--- src/rtl/id_recv_if.sv ---
`default_nettype none
// ============================================================================
// Module   : id_recv_if
// Purpose  : ex_to_mem load-traffic bus as seen by the ID receive snooper.
// Revision : 1.0
// ============================================================================
interface id_recv_if;
    logic        ex_mem_req;
    logic        ex_mem_we;
    logic [31:0] ex_mem_raddr;
    logic [31:0] ex_mem_rdata;

    modport master (output ex_mem_req, ex_mem_we, ex_mem_raddr, ex_mem_rdata);
    modport slave  (input  ex_mem_req, ex_mem_we, ex_mem_raddr, ex_mem_rdata);
endinterface
`default_nettype wire

--- src/rtl/id_recv.sv ---
`default_nettype none
// ============================================================================
// Module   : id_recv
// Purpose  : Snoops UART RX data reads, buffers the bytes in a small FIFO and
//            checks the stream against the fixed student ID "2023211013".
// Revision : 1.0
// ============================================================================
module id_recv #(
    parameter logic [31:0] RXDATA_ADDR = 32'h3000_0010,
    parameter int unsigned ID_LEN      = 10,
    parameter int unsigned FIFO_DEPTH  = 4
) (
    input  logic        clk,
    input  logic        rst,
    input  logic        recv_start_i,
    id_recv_if.slave    ex_mem,
    input  logic        rx_pop_i,
    output logic [7:0]  rx_data_o,
    output logic        rx_valid_o,
    output logic [3:0]  char_cnt_o,
    output logic        busy_o,
    output logic        done_o,
    output logic        id_ok_o,
    output logic        overflow_o
);

    localparam int unsigned       C_PTR_W = $clog2(FIFO_DEPTH);
    localparam logic [3:0]        C_LAST  = 4'(ID_LEN - 1);
    localparam logic [C_PTR_W:0]  C_ONE   = (C_PTR_W + 1)'(1);

    typedef enum logic [1:0] {
        ST_IDLE    = 2'd0,
        ST_COLLECT = 2'd1,
        ST_DONE    = 2'd2
    } state_t;

    function automatic logic [7:0] id_char(input logic [3:0] idx);
        case (idx)
            4'd0:    id_char = 8'h32;
            4'd1:    id_char = 8'h30;
            4'd2:    id_char = 8'h32;
            4'd3:    id_char = 8'h33;
            4'd4:    id_char = 8'h32;
            4'd5:    id_char = 8'h31;
            4'd6:    id_char = 8'h31;
            4'd7:    id_char = 8'h30;
            4'd8:    id_char = 8'h31;
            4'd9:    id_char = 8'h33;
            default: id_char = 8'h00;
        endcase
    endfunction

    state_t r_state, w_state_nxt;

    logic       w_hit, r_hit_q, w_cap;
    logic [7:0] w_byte;
    logic       w_byte_bad;

    logic [3:0] r_cnt, w_cnt_nxt;
    logic       r_mismatch, w_mismatch_nxt;
    logic       r_overflow, w_overflow_nxt;
    logic       r_busy, w_busy_nxt;
    logic       r_done, w_done_nxt;
    logic       r_id_ok, w_id_ok_nxt;
    logic       w_flush, w_push_req;

    logic [7:0]       r_mem [0:FIFO_DEPTH-1];
    logic [C_PTR_W:0] r_wptr, r_rptr;
    logic             w_empty, w_full, w_pop, w_push;
    logic [23:0]      w_unused_rdata;

    // A stalled read holds hit high for several cycles; only its rising edge captures.
    assign w_hit      = ex_mem.ex_mem_req & ~ex_mem.ex_mem_we &
                        (ex_mem.ex_mem_raddr == RXDATA_ADDR);
    assign w_cap      = w_hit & ~r_hit_q;
    assign w_byte     = ex_mem.ex_mem_rdata[7:0];
    assign w_byte_bad = (w_byte != id_char(r_cnt));
    assign w_unused_rdata = ex_mem.ex_mem_rdata[31:8];

    assign w_empty = (r_wptr == r_rptr);
    assign w_full  = (r_wptr[C_PTR_W] != r_rptr[C_PTR_W]) &&
                     (r_wptr[C_PTR_W-1:0] == r_rptr[C_PTR_W-1:0]);
    assign w_pop   = rx_pop_i & ~w_empty;
    assign w_push  = w_push_req & (~w_full | w_pop);

    always_ff @(posedge clk or negedge rst) begin
        if (!rst) begin
            r_state    <= ST_IDLE;
            r_hit_q    <= 1'b0;
            r_cnt      <= 4'd0;
            r_mismatch <= 1'b0;
            r_overflow <= 1'b0;
            r_busy     <= 1'b0;
            r_done     <= 1'b0;
            r_id_ok    <= 1'b0;
        end else begin
            r_state    <= w_state_nxt;
            r_hit_q    <= w_hit;
            r_cnt      <= w_cnt_nxt;
            r_mismatch <= w_mismatch_nxt;
            r_overflow <= w_overflow_nxt;
            r_busy     <= w_busy_nxt;
            r_done     <= w_done_nxt;
            r_id_ok    <= w_id_ok_nxt;
        end
    end

    // Dropping the enable wins over a coincident capture: the session is over.
    always_comb begin
        w_state_nxt    = r_state;
        w_cnt_nxt      = r_cnt;
        w_mismatch_nxt = r_mismatch;
        w_overflow_nxt = r_overflow;
        w_busy_nxt     = r_busy;
        w_done_nxt     = r_done;
        w_id_ok_nxt    = r_id_ok;
        w_flush        = 1'b0;
        w_push_req     = 1'b0;
        case (r_state)
            ST_IDLE: begin
                if (recv_start_i) begin
                    w_state_nxt    = ST_COLLECT;
                    w_cnt_nxt      = 4'd0;
                    w_mismatch_nxt = 1'b0;
                    w_overflow_nxt = 1'b0;
                    w_busy_nxt     = 1'b1;
                    w_done_nxt     = 1'b0;
                    w_id_ok_nxt    = 1'b0;
                    w_flush        = 1'b1;
                end
            end
            ST_COLLECT: begin
                if (!recv_start_i) begin
                    w_state_nxt = ST_IDLE;
                    w_busy_nxt  = 1'b0;
                end else if (w_cap) begin
                    w_push_req = 1'b1;
                    w_cnt_nxt  = r_cnt + 4'd1;
                    if (w_byte_bad) begin
                        w_mismatch_nxt = 1'b1;
                    end
                    if (w_full && !w_pop) begin
                        w_overflow_nxt = 1'b1;
                    end
                    if (r_cnt == C_LAST) begin
                        w_state_nxt = ST_DONE;
                        w_busy_nxt  = 1'b0;
                        w_done_nxt  = 1'b1;
                        w_id_ok_nxt = ~(r_mismatch | w_byte_bad);
                    end
                end
            end
            ST_DONE: begin
                if (!recv_start_i) begin
                    w_state_nxt = ST_IDLE;
                    w_done_nxt  = 1'b0;
                    w_id_ok_nxt = 1'b0;
                    w_cnt_nxt   = 4'd0;
                end
            end
            default: begin
                w_state_nxt = ST_IDLE;
            end
        endcase
    end

    always_ff @(posedge clk or negedge rst) begin
        if (!rst) begin
            r_wptr <= '0;
            r_rptr <= '0;
        end else if (w_flush) begin
            r_wptr <= '0;
            r_rptr <= '0;
        end else begin
            if (w_push) begin
                r_wptr <= r_wptr + C_ONE;
            end
            if (w_pop) begin
                r_rptr <= r_rptr + C_ONE;
            end
        end
    end

    // Storage needs no reset: the head is masked to zero whenever the FIFO is empty.
    always_ff @(posedge clk) begin
        if (w_push) begin
            r_mem[r_wptr[C_PTR_W-1:0]] <= w_byte;
        end
    end

    assign rx_valid_o = ~w_empty;
    assign rx_data_o  = w_empty ? 8'h00 : r_mem[r_rptr[C_PTR_W-1:0]];
    assign char_cnt_o = r_cnt;
    assign busy_o     = r_busy;
    assign done_o     = r_done;
    assign id_ok_o    = r_id_ok;
    assign overflow_o = r_overflow;

endmodule
`default_nettype wire

--- src/flat_wrapper.sv ---
// flat-port wrapper written by rule: the top's interface ports become plain ports
module id_recv_flat 
#(
    parameter logic [31:0] RXDATA_ADDR = 32'h3000_0010,
    parameter int unsigned ID_LEN      = 10,
    parameter int unsigned FIFO_DEPTH  = 4
)
  (clk, rst, recv_start_i, rx_pop_i, rx_data_o, rx_valid_o, char_cnt_o, busy_o, done_o, id_ok_o, overflow_o, ex_mem_ex_mem_req, ex_mem_ex_mem_we, ex_mem_ex_mem_raddr, ex_mem_ex_mem_rdata);
  id_recv_if ex_mem_i ();
  input  logic clk;
  input  logic rst;
  input  logic recv_start_i;
  input  logic rx_pop_i;
  output logic [7:0] rx_data_o;
  output logic rx_valid_o;
  output logic [3:0] char_cnt_o;
  output logic busy_o;
  output logic done_o;
  output logic id_ok_o;
  output logic overflow_o;
  input wire logic [$bits(ex_mem_i.ex_mem_req)-1:0] ex_mem_ex_mem_req;
  input wire logic [$bits(ex_mem_i.ex_mem_we)-1:0] ex_mem_ex_mem_we;
  input wire logic [$bits(ex_mem_i.ex_mem_raddr)-1:0] ex_mem_ex_mem_raddr;
  input wire logic [$bits(ex_mem_i.ex_mem_rdata)-1:0] ex_mem_ex_mem_rdata;
  assign ex_mem_i.ex_mem_req = ex_mem_ex_mem_req;
  assign ex_mem_i.ex_mem_we = ex_mem_ex_mem_we;
  assign ex_mem_i.ex_mem_raddr = ex_mem_ex_mem_raddr;
  assign ex_mem_i.ex_mem_rdata = ex_mem_ex_mem_rdata;
  id_recv #(.RXDATA_ADDR(RXDATA_ADDR), .ID_LEN(ID_LEN), .FIFO_DEPTH(FIFO_DEPTH)) u_core (.clk(clk), .rst(rst), .recv_start_i(recv_start_i), .ex_mem(ex_mem_i), .rx_pop_i(rx_pop_i), .rx_data_o(rx_data_o), .rx_valid_o(rx_valid_o), .char_cnt_o(char_cnt_o), .busy_o(busy_o), .done_o(done_o), .id_ok_o(id_ok_o), .overflow_o(overflow_o));
endmodule
--- config.mk ---
export PLATFORM = sky130hd
export DESIGN_NAME = id_recv_flat
export DESIGN_NICKNAME = d
export VERILOG_FILES = /design/src/rtl/id_recv_if.sv /design/src/rtl/id_recv.sv /design/src/flat_wrapper.sv
export SDC_FILE = /design/constraint.sdc
export NUM_CORES = 1
export LEC_CHECK = 0
export CAP_MARGIN = 20
export CORE_MARGIN = 2
export CORE_UTILIZATION = 41
export DETAILED_ROUTE_END_ITERATION = 12
export MAX_ROUTING_LAYER = met4
export PLACE_DENSITY = 0.74
export SYNTH_ARGS = -nofsm -noshare
export SYNTH_HDL_FRONTEND = slang
export SYNTH_SLANG_ARGS = --single-unit
--- constraint.sdc ---
create_clock -name clk -period 4.78 [get_ports clk]
set_clock_uncertainty 0.15 [all_clocks]
set_input_delay 1.434 -clock clk [delete_from_list [all_inputs] [get_ports clk]]
set_output_delay 1.434 -clock clk [all_outputs]
set_load 0.02 [all_outputs]
==> flow_summary.yaml, run 1 <==
setup_path:
  critical_path_arrival_ns: 2.40
  r2r-end: "u_core.r_mem[1][2]$_DFFE_PP_"
  path_class: "reg2out"
  worstRegToRegCells: 5
  worstPathMaxFanout: 11
  r2r_start: "u_core.r_rptr[0]$_DFFE_PN0P_"
  critPathLaunchType: "flip-flop"
  cp-end-kind: "output pin"
  cp.required_ns: 3.20
  r2r_slack_ns: 2.09
cts:
  cts_root_buffer: "clkbuf_8"
  ctsHoldBuffers: 0
  clk_latency_ns: 0.29
  cts_tree: "yes"
  h-tree-depth: 2
  numCtsBuffers: 5
  cts_sinks: 50
  post-cts-setup-buffer-count: 0
  clk_pin_slew_ns: 0.09
  clk_path_buf_depth: 2
  cts_resized: 0
logic_synthesis:
  syn_area_um2: 2500
  ys_seq_elements: 50
  synth.distinct_cells: 47
  synth_compound_area_share_pct: 8.05
  yosys_warnings: 0
  syn-num-nets: 277
  synth_seq_area_share_pct: 56.4
  syn-instance-count: 200
  synth-adder-area-share_pct: 3.50
  synth_edf_count: 32
  synth_top_family_by_area: "simple AND/OR/NAND/NOR gates"
  synth_xor_area_share_pct: 2.45
  synthFlopType: "edfxtp_1"
  synthMuxAreaShare_pct: 8.50
  synth_simple_gate_area_share_pct: 18.1
  ys_async_sr_fraction_pct: 36.0
  synth_area_per_cell_um2: 12.5
cells_and_area:
  multi_input_area_um2: 1010
  fillers: 516
  drive_gt1_share_pct: 10.9
  nNetsFinal: 341
  area_growth_pct: 31.2
  ff_latch_area_um2: 1410
  fin_util_pct: 55.4
  final_cell_area_um2: 3280
  diodes: 0
run_status:
  outcome: "complete, no violations"
drt:
  dr.first_iter.drc_count: 117
  wirelength_um: 4960
  drc: 0
  wire_per_inst_um: 14.6
  ant_nets: 0
  via_count: 1823
  dr.pass1.iters: 4
  avgViaCountPerCell: 5.36
timing:
  final-hold-violation-count: 0
  rsz0062_at_grt: "false"
  finalCritPeriodShare_pct: 83.3
  timing.final.ws_setup_ns: 0.798
  setup_tns_ns: 0
  period_minus_slack_ns: 3.98
  tightest_slew_ns: 0.796
  max_freq_ghz: 0.251
  setup_violations: 0
  slew_headroom_pct: 46.8
  slew_violations: 0
global_route:
  grt-ovfl-total: 0
  grt_antenna_before_repair: 0
  grt_pass1_vias: 1777
  grt_usage_pct: 16.6
  grt_pass1_wl_um: 8180
  grt_max_degree: 19
hold_path:
  min_to: "u_core.overflow_o$_DFFE_PN0P_"
  whs_path_depth: 2
  hold_start: "u_core.overflow_o$_DFFE_PN0P_"
  hold_class: "reg2reg"
die:
  pin_count: 87
  design.core.area_um2: 5920
  rows: 28
  start_util_pct: 42.3
  die_h_um: 82.1
  die_w_um: 82.1
  die-area_um2: 6740
pwr:
  power_density_nw_per_um2: 306
  irDropWorstVdd_mv: 0.164
  power.leakage_nw: 1.19
placement:
  dpl.hpwl_um: 3750
  place.gp.congestion: 0.776
  numPortBuffers: 62
  dpl_cell_area_um2: 3200
  dp_slack_ns: 0.684
job:
  maxCapViolations: 0
## worst max-delay path by stage
| stage | start | slack, ns | to |
|---|---|---|---|
| 2_1_floorplan | ex_mem_ex_mem_raddr[2] | 1.09 | u_core.r_mem[3][0]$_DFFE_PP_ |
| 3_3_place_gp | ex_mem_ex_mem_raddr[9] | 0.69 | u_core.r_mem[1][1]$_DFFE_PP_ |
| 3_5_place_dp | ex_mem_ex_mem_raddr[9] | 0.68 | u_core.r_mem[0][1]$_DFFE_PP_ |
| 4_1_cts | u_core.r_rptr[0]$_DFFE_PN0P_ | 0.70 | rx_data_o[0] |
| 5_1_grt | u_core.r_rptr[0]$_DFFE_PN0P_ | 0.57 | rx_data_o[1] |
| 6_report | u_core.r_rptr[0]$_DFFE_PN0P_ | 0.80 | rx_data_o[0] |
## layer usage
metal | part of all wire [%] | wire length (um) | global-route usage, %
met4 | 0.71 | 35 | 3.50
met3 | 7.0 | 349 | 3.26
met5 | 0 | 0 | -
met1 | 44 | 2190 | 21.2
met2 | 48 | 2380 | 27.7
## state kept, by name, indices dropped and copies added, names as in the netlist
signal and count:
u_core.r_mem 32, u_core.char_cnt_o 4, u_core.r_rptr 3, u_core.r_wptr 3
u_core.r_state 2, u_core.busy_o 1, u_core.done_o 1, u_core.id_ok_o 1
u_core.overflow_o 1, u_core.r_hit_q 1, u_core.r_mismatch 1
## logic make-up (layout without fill, tap and decap cells)
group	after synthesis	count (layout)
AO/OA/AOI/OAI	31	31
flip-flops	50	50
adder cells (fa/ha/maj)	7	7
XOR/XNOR	7	7
multiplexers	11	11
AND/OR/NAND/NOR	77	77
buffers and inverters	17	82
## per-stage QoR
step	total power, mW	cells	hold slack (ns)
after CTS	1.02	340	0.374
after floorplan	0.660	200	0.365
after global routing	1.06	340	0.404
after global placement	0.782	332	0.343
after detailed placement	0.790	332	0.354
final	1.01	340	0.367
## layout make-up
cell class	count	share of cell area, %
clock buffers	5	2.10
multi-input cells	133	30.9
repair buffers	65	19.6
inverters	9	1.03
well taps	75	2.86
flip-flops and latches	50	43.0
clock inverters	3	0.496
## Yosys cell counts (2+ instances only)
| library cell | count | area [um^2] |
|---|---|---|
| a21oi_1 | 7 | 35.0 |
| a22o_1 | 2 | 17.5 |
| a41o_1 | 2 | 20.0 |
| and2_1 | 11 | 68.8 |
| clkbuf_1 | 5 | 18.8 |
| dfrtp_1 | 18 | 450 |
| edfxtp_1 | 32 | 961 |
| ha_1 | 7 | 87.6 |
| inv_1 | 9 | 33.8 |
| mux2_2 | 2 | 22.5 |
| mux4_2 | 8 | 180 |
| nand2_1 | 12 | 45.0 |
| nand2b_1 | 6 | 37.5 |
| nand3_1 | 7 | 35.0 |
| nand3b_1 | 2 | 15.0 |
| nand4_1 | 2 | 12.5 |
| nor2_1 | 11 | 41.3 |
| nor3_1 | 5 | 25.0 |
| nor4_1 | 6 | 37.5 |
| nor4_2 | 2 | 25.0 |
| o21ai_0 | 10 | 50.1 |
| o31ai_1 | 2 | 15.0 |
| or2_2 | 2 | 12.5 |
| or3_1 | 2 | 12.5 |
| xnor2_1 | 2 | 17.5 |
| xor2_1 | 5 | 43.8 |
## report_power, final
part           switching, mW  leakage [nW]  internal (mW)
Sequential            0.0321         0.532          0.468
Combinational          0.116         0.622          0.159
Clock                  0.131        0.0377         0.0998
Total                  0.279          1.19          0.727
## placed cells by master, fill, tap and decap left out, types with 7 or more instances in the layout
| cell | synthesis | routed |
|---|---|---|
| and2_1 | 11 | 11 |
| a21oi_1 | 7 | 7 |
| inv_1 | 9 | 9 |
| nand3_1 | 7 | 7 |
| clkdlybuf4s50_1 | 0 | 62 |
| o21ai_0 | 10 | 10 |
| nand2_1 | 12 | 12 |
| ha_1 | 7 | 7 |
| edfxtp_1 | 32 | 32 |
| nor2_1 | 11 | 11 |
| dfrtp_1 | 18 | 18 |
| mux4_2 | 8 | 8 |
## worst max-delay path, stage by stage, from the launching register on
cell and delay (ns):
dfrtp_1 0.78, xnor2_1 0.21, nand3b_1 0.32, and2_1 0.25, clkdlybuf4s50_1 0.54
(Power assumes the default switching activity.)
==> inputs of run 2 (changes only) <==
Clock period 4.78 ns to 4.1 ns, I/O delays scaled along.
==> flow_summary.yaml, run 2 (synthesized netlist as in run 1, its figures left out) <==
timing:
  final-hold-violation-count: 0
  period_minus_slack_ns: 3.62
  finalCritPeriodShare_pct: 88.3
  rsz0062_at_grt: "false"
  setup_violations: 0
  max_freq_ghz: 0.276
  timing.final.ws_setup_ns: 0.481
  slew_headroom_pct: 45.8
  tightest_slew_ns: 0.810
  setup_tns_ns: 0
  slew_violations: 0
global_route:
  met3_usage_pct: 2.72
  grt_usage_pct: 16.5
  top_usage_layer: "met2"
  grt_pass1_wl_um: 8240
  grt_max_degree: 19
  grt-ovfl-total: 0
  grt_pass1_vias: 1803
  gr-usage-met2_pct: 28.6
  grt_antenna_before_repair: 0
  use_met1_pct: 20.4
setup_path:
  cp-startpoint: "u_core.r_rptr[1]$_DFFE_PN0P_"
  worstPathMaxFanout: 11
  r2r_slack_ns: 1.58
  path_class: "reg2out"
  cp.required_ns: 2.72
  path_cells: "xnor2_1, nand3b_1, and2_1, clkdlybuf4s50_1"
  crit_path_top_delay_cell: "dfrtp_1"
  critPathLaunchType: "flip-flop"
  critical_path_arrival_ns: 2.24
  r2r_start: "u_core.r_rptr[1]$_DFFE_PN0P_"
  cp-end-kind: "output pin"
  cpPeakStageDelay_ns: 0.65
pwr:
  power_density_nw_per_um2: 375
  switching_share_pct: 26.3
  p_comb_share_pct: 27.5
  intPower_mw: 0.920
  power.leakage_nw: 1.22
  p_sw_mw: 0.328
  irDropWorstVdd_mv: 0.192
  seq_power_share_pct: 45.4
  p_clk_share_pct: 27.2
drt:
  ant_nets: 0
  dr.first_iter.drc_count: 109
  drc: 0
  avgViaCountPerCell: 5.38
  wirelength_um: 5090
  wire_per_inst_um: 14.8
  via_count: 1847
  dr.pass1.iters: 4
cts:
  ctsHoldBuffers: 0
  post-cts-setup-buffer-count: 0
  clk_pin_slew_ns: 0.09
  numCtsBuffers: 5
  clk_latency_ns: 0.29
  h-tree-depth: 2
  clk_path_buf_depth: 2
  cts_tree: "yes"
  cts_root_buffer: "clkbuf_8"
  cts_resized: 0
  cts_sinks: 50
job:
  maxCapViolations: 0
hold_path:
  hold_class: "reg2reg"
  hold_start: "u_core.overflow_o$_DFFE_PN0P_"
placement:
  dp_slack_ns: 0.206
  dpl.hpwl_um: 3950
  place.gp.congestion: 0.789
  numPortBuffers: 62
die:
  pin_count: 87
  die_h_um: 82.1
  rows: 28
  die-area_um2: 6740
  die_w_um: 82.1
  start_util_pct: 42.3
  design.core.area_um2: 5920
cells_and_area:
  multi_input_area_um2: 1010
  fillers: 501
  area_growth_pct: 33.0
  ff_latch_area_um2: 1410
  final_cell_mix: "clkdlybuf4s50_1 (62), edfxtp_1 (32), dfrtp_1 (18), nand2_1 (12)"
  nNetsFinal: 344
  final_common_cell: "clkdlybuf4s50_1"
  largest_reg_flops: 32
  diodes: 0
  drive_gt1_share_pct: 11.9
run_status:
  outcome: "complete, no violations"
run 2: changes by cell type in the layout (fill, tap and decap cells not counted), sizes merged:
| cell | delta |
|---|---|
| buf | +3 |
| bufinv | +1 |
| clkbuf | +1 |
| clkinv | -1 |
| clkinvlp | -1 |
run 2: through the flow:
step	hold slack [ns]	area [um^2]	cells	power, mW	util (%)
2_1_floorplan	0.365	2500	200	0.770	-
3_3_place_gp	0.342	3220	335	0.918	54.4
3_5_place_dp	0.350	3220	335	0.925	54.4
4_1_cts	0.370	3330	343	1.26	56.2
5_1_grt	0.405	3330	343	1.30	56.2
6_report	0.363	3330	343	1.25	56.2
run 2: metal layers:
metal,vias to the layer above,share of wire (%)
met2,74,50
met5,-,0
li1,888,-
met1,880,43
met3,5,5.8
met4,0,0.71
run 2: worst max-delay path: cells and delay by family, from the launching register on:
kind	cells	cell delay (ns)
buffers and inverters	1	0.53
flip-flops	1	0.65
AND/OR/NAND/NOR	2	0.56
XOR/XNOR	1	0.20
run 2: power groups by stage:
stage          clock network, mW  logic [mW]  registers [mW]
6_report                   0.339       0.342           0.566
5_1_grt                    0.364       0.372           0.569
3_3_place_gp                   0       0.340           0.578
2_1_floorplan                  0       0.207           0.563
3_5_place_dp                   0       0.347           0.578
4_1_cts                    0.345       0.348           0.567
run 2: cell type report:
class / instances / share of cell area, %
flip-flops and latches: 50 / 42.4
multi-input cells: 133 / 30.5
repair buffers: 68 / 20.0
well taps: 75 / 2.82
clock buffers: 6 / 2.18
clock inverters: 2 / 1.13
inverters: 9 / 1.01
run 2: path summary, 6_finish.rpt:
check / to / depth (start not counted)
min: u_core.overflow_o$_DFFE_PN0P_ / 2
min in group asynchronous: u_core.busy_o$_DFFE_PN0P_ / 1
min reg2reg: u_core.overflow_o$_DFFE_PN0P_ / 2
max reg2reg: u_core.r_mem[2][2]$_DFFE_PP_ / 5
max: rx_data_o[0] / 4
max in group asynchronous: u_core.r_mismatch$_DFFE_PN0P_ / 1
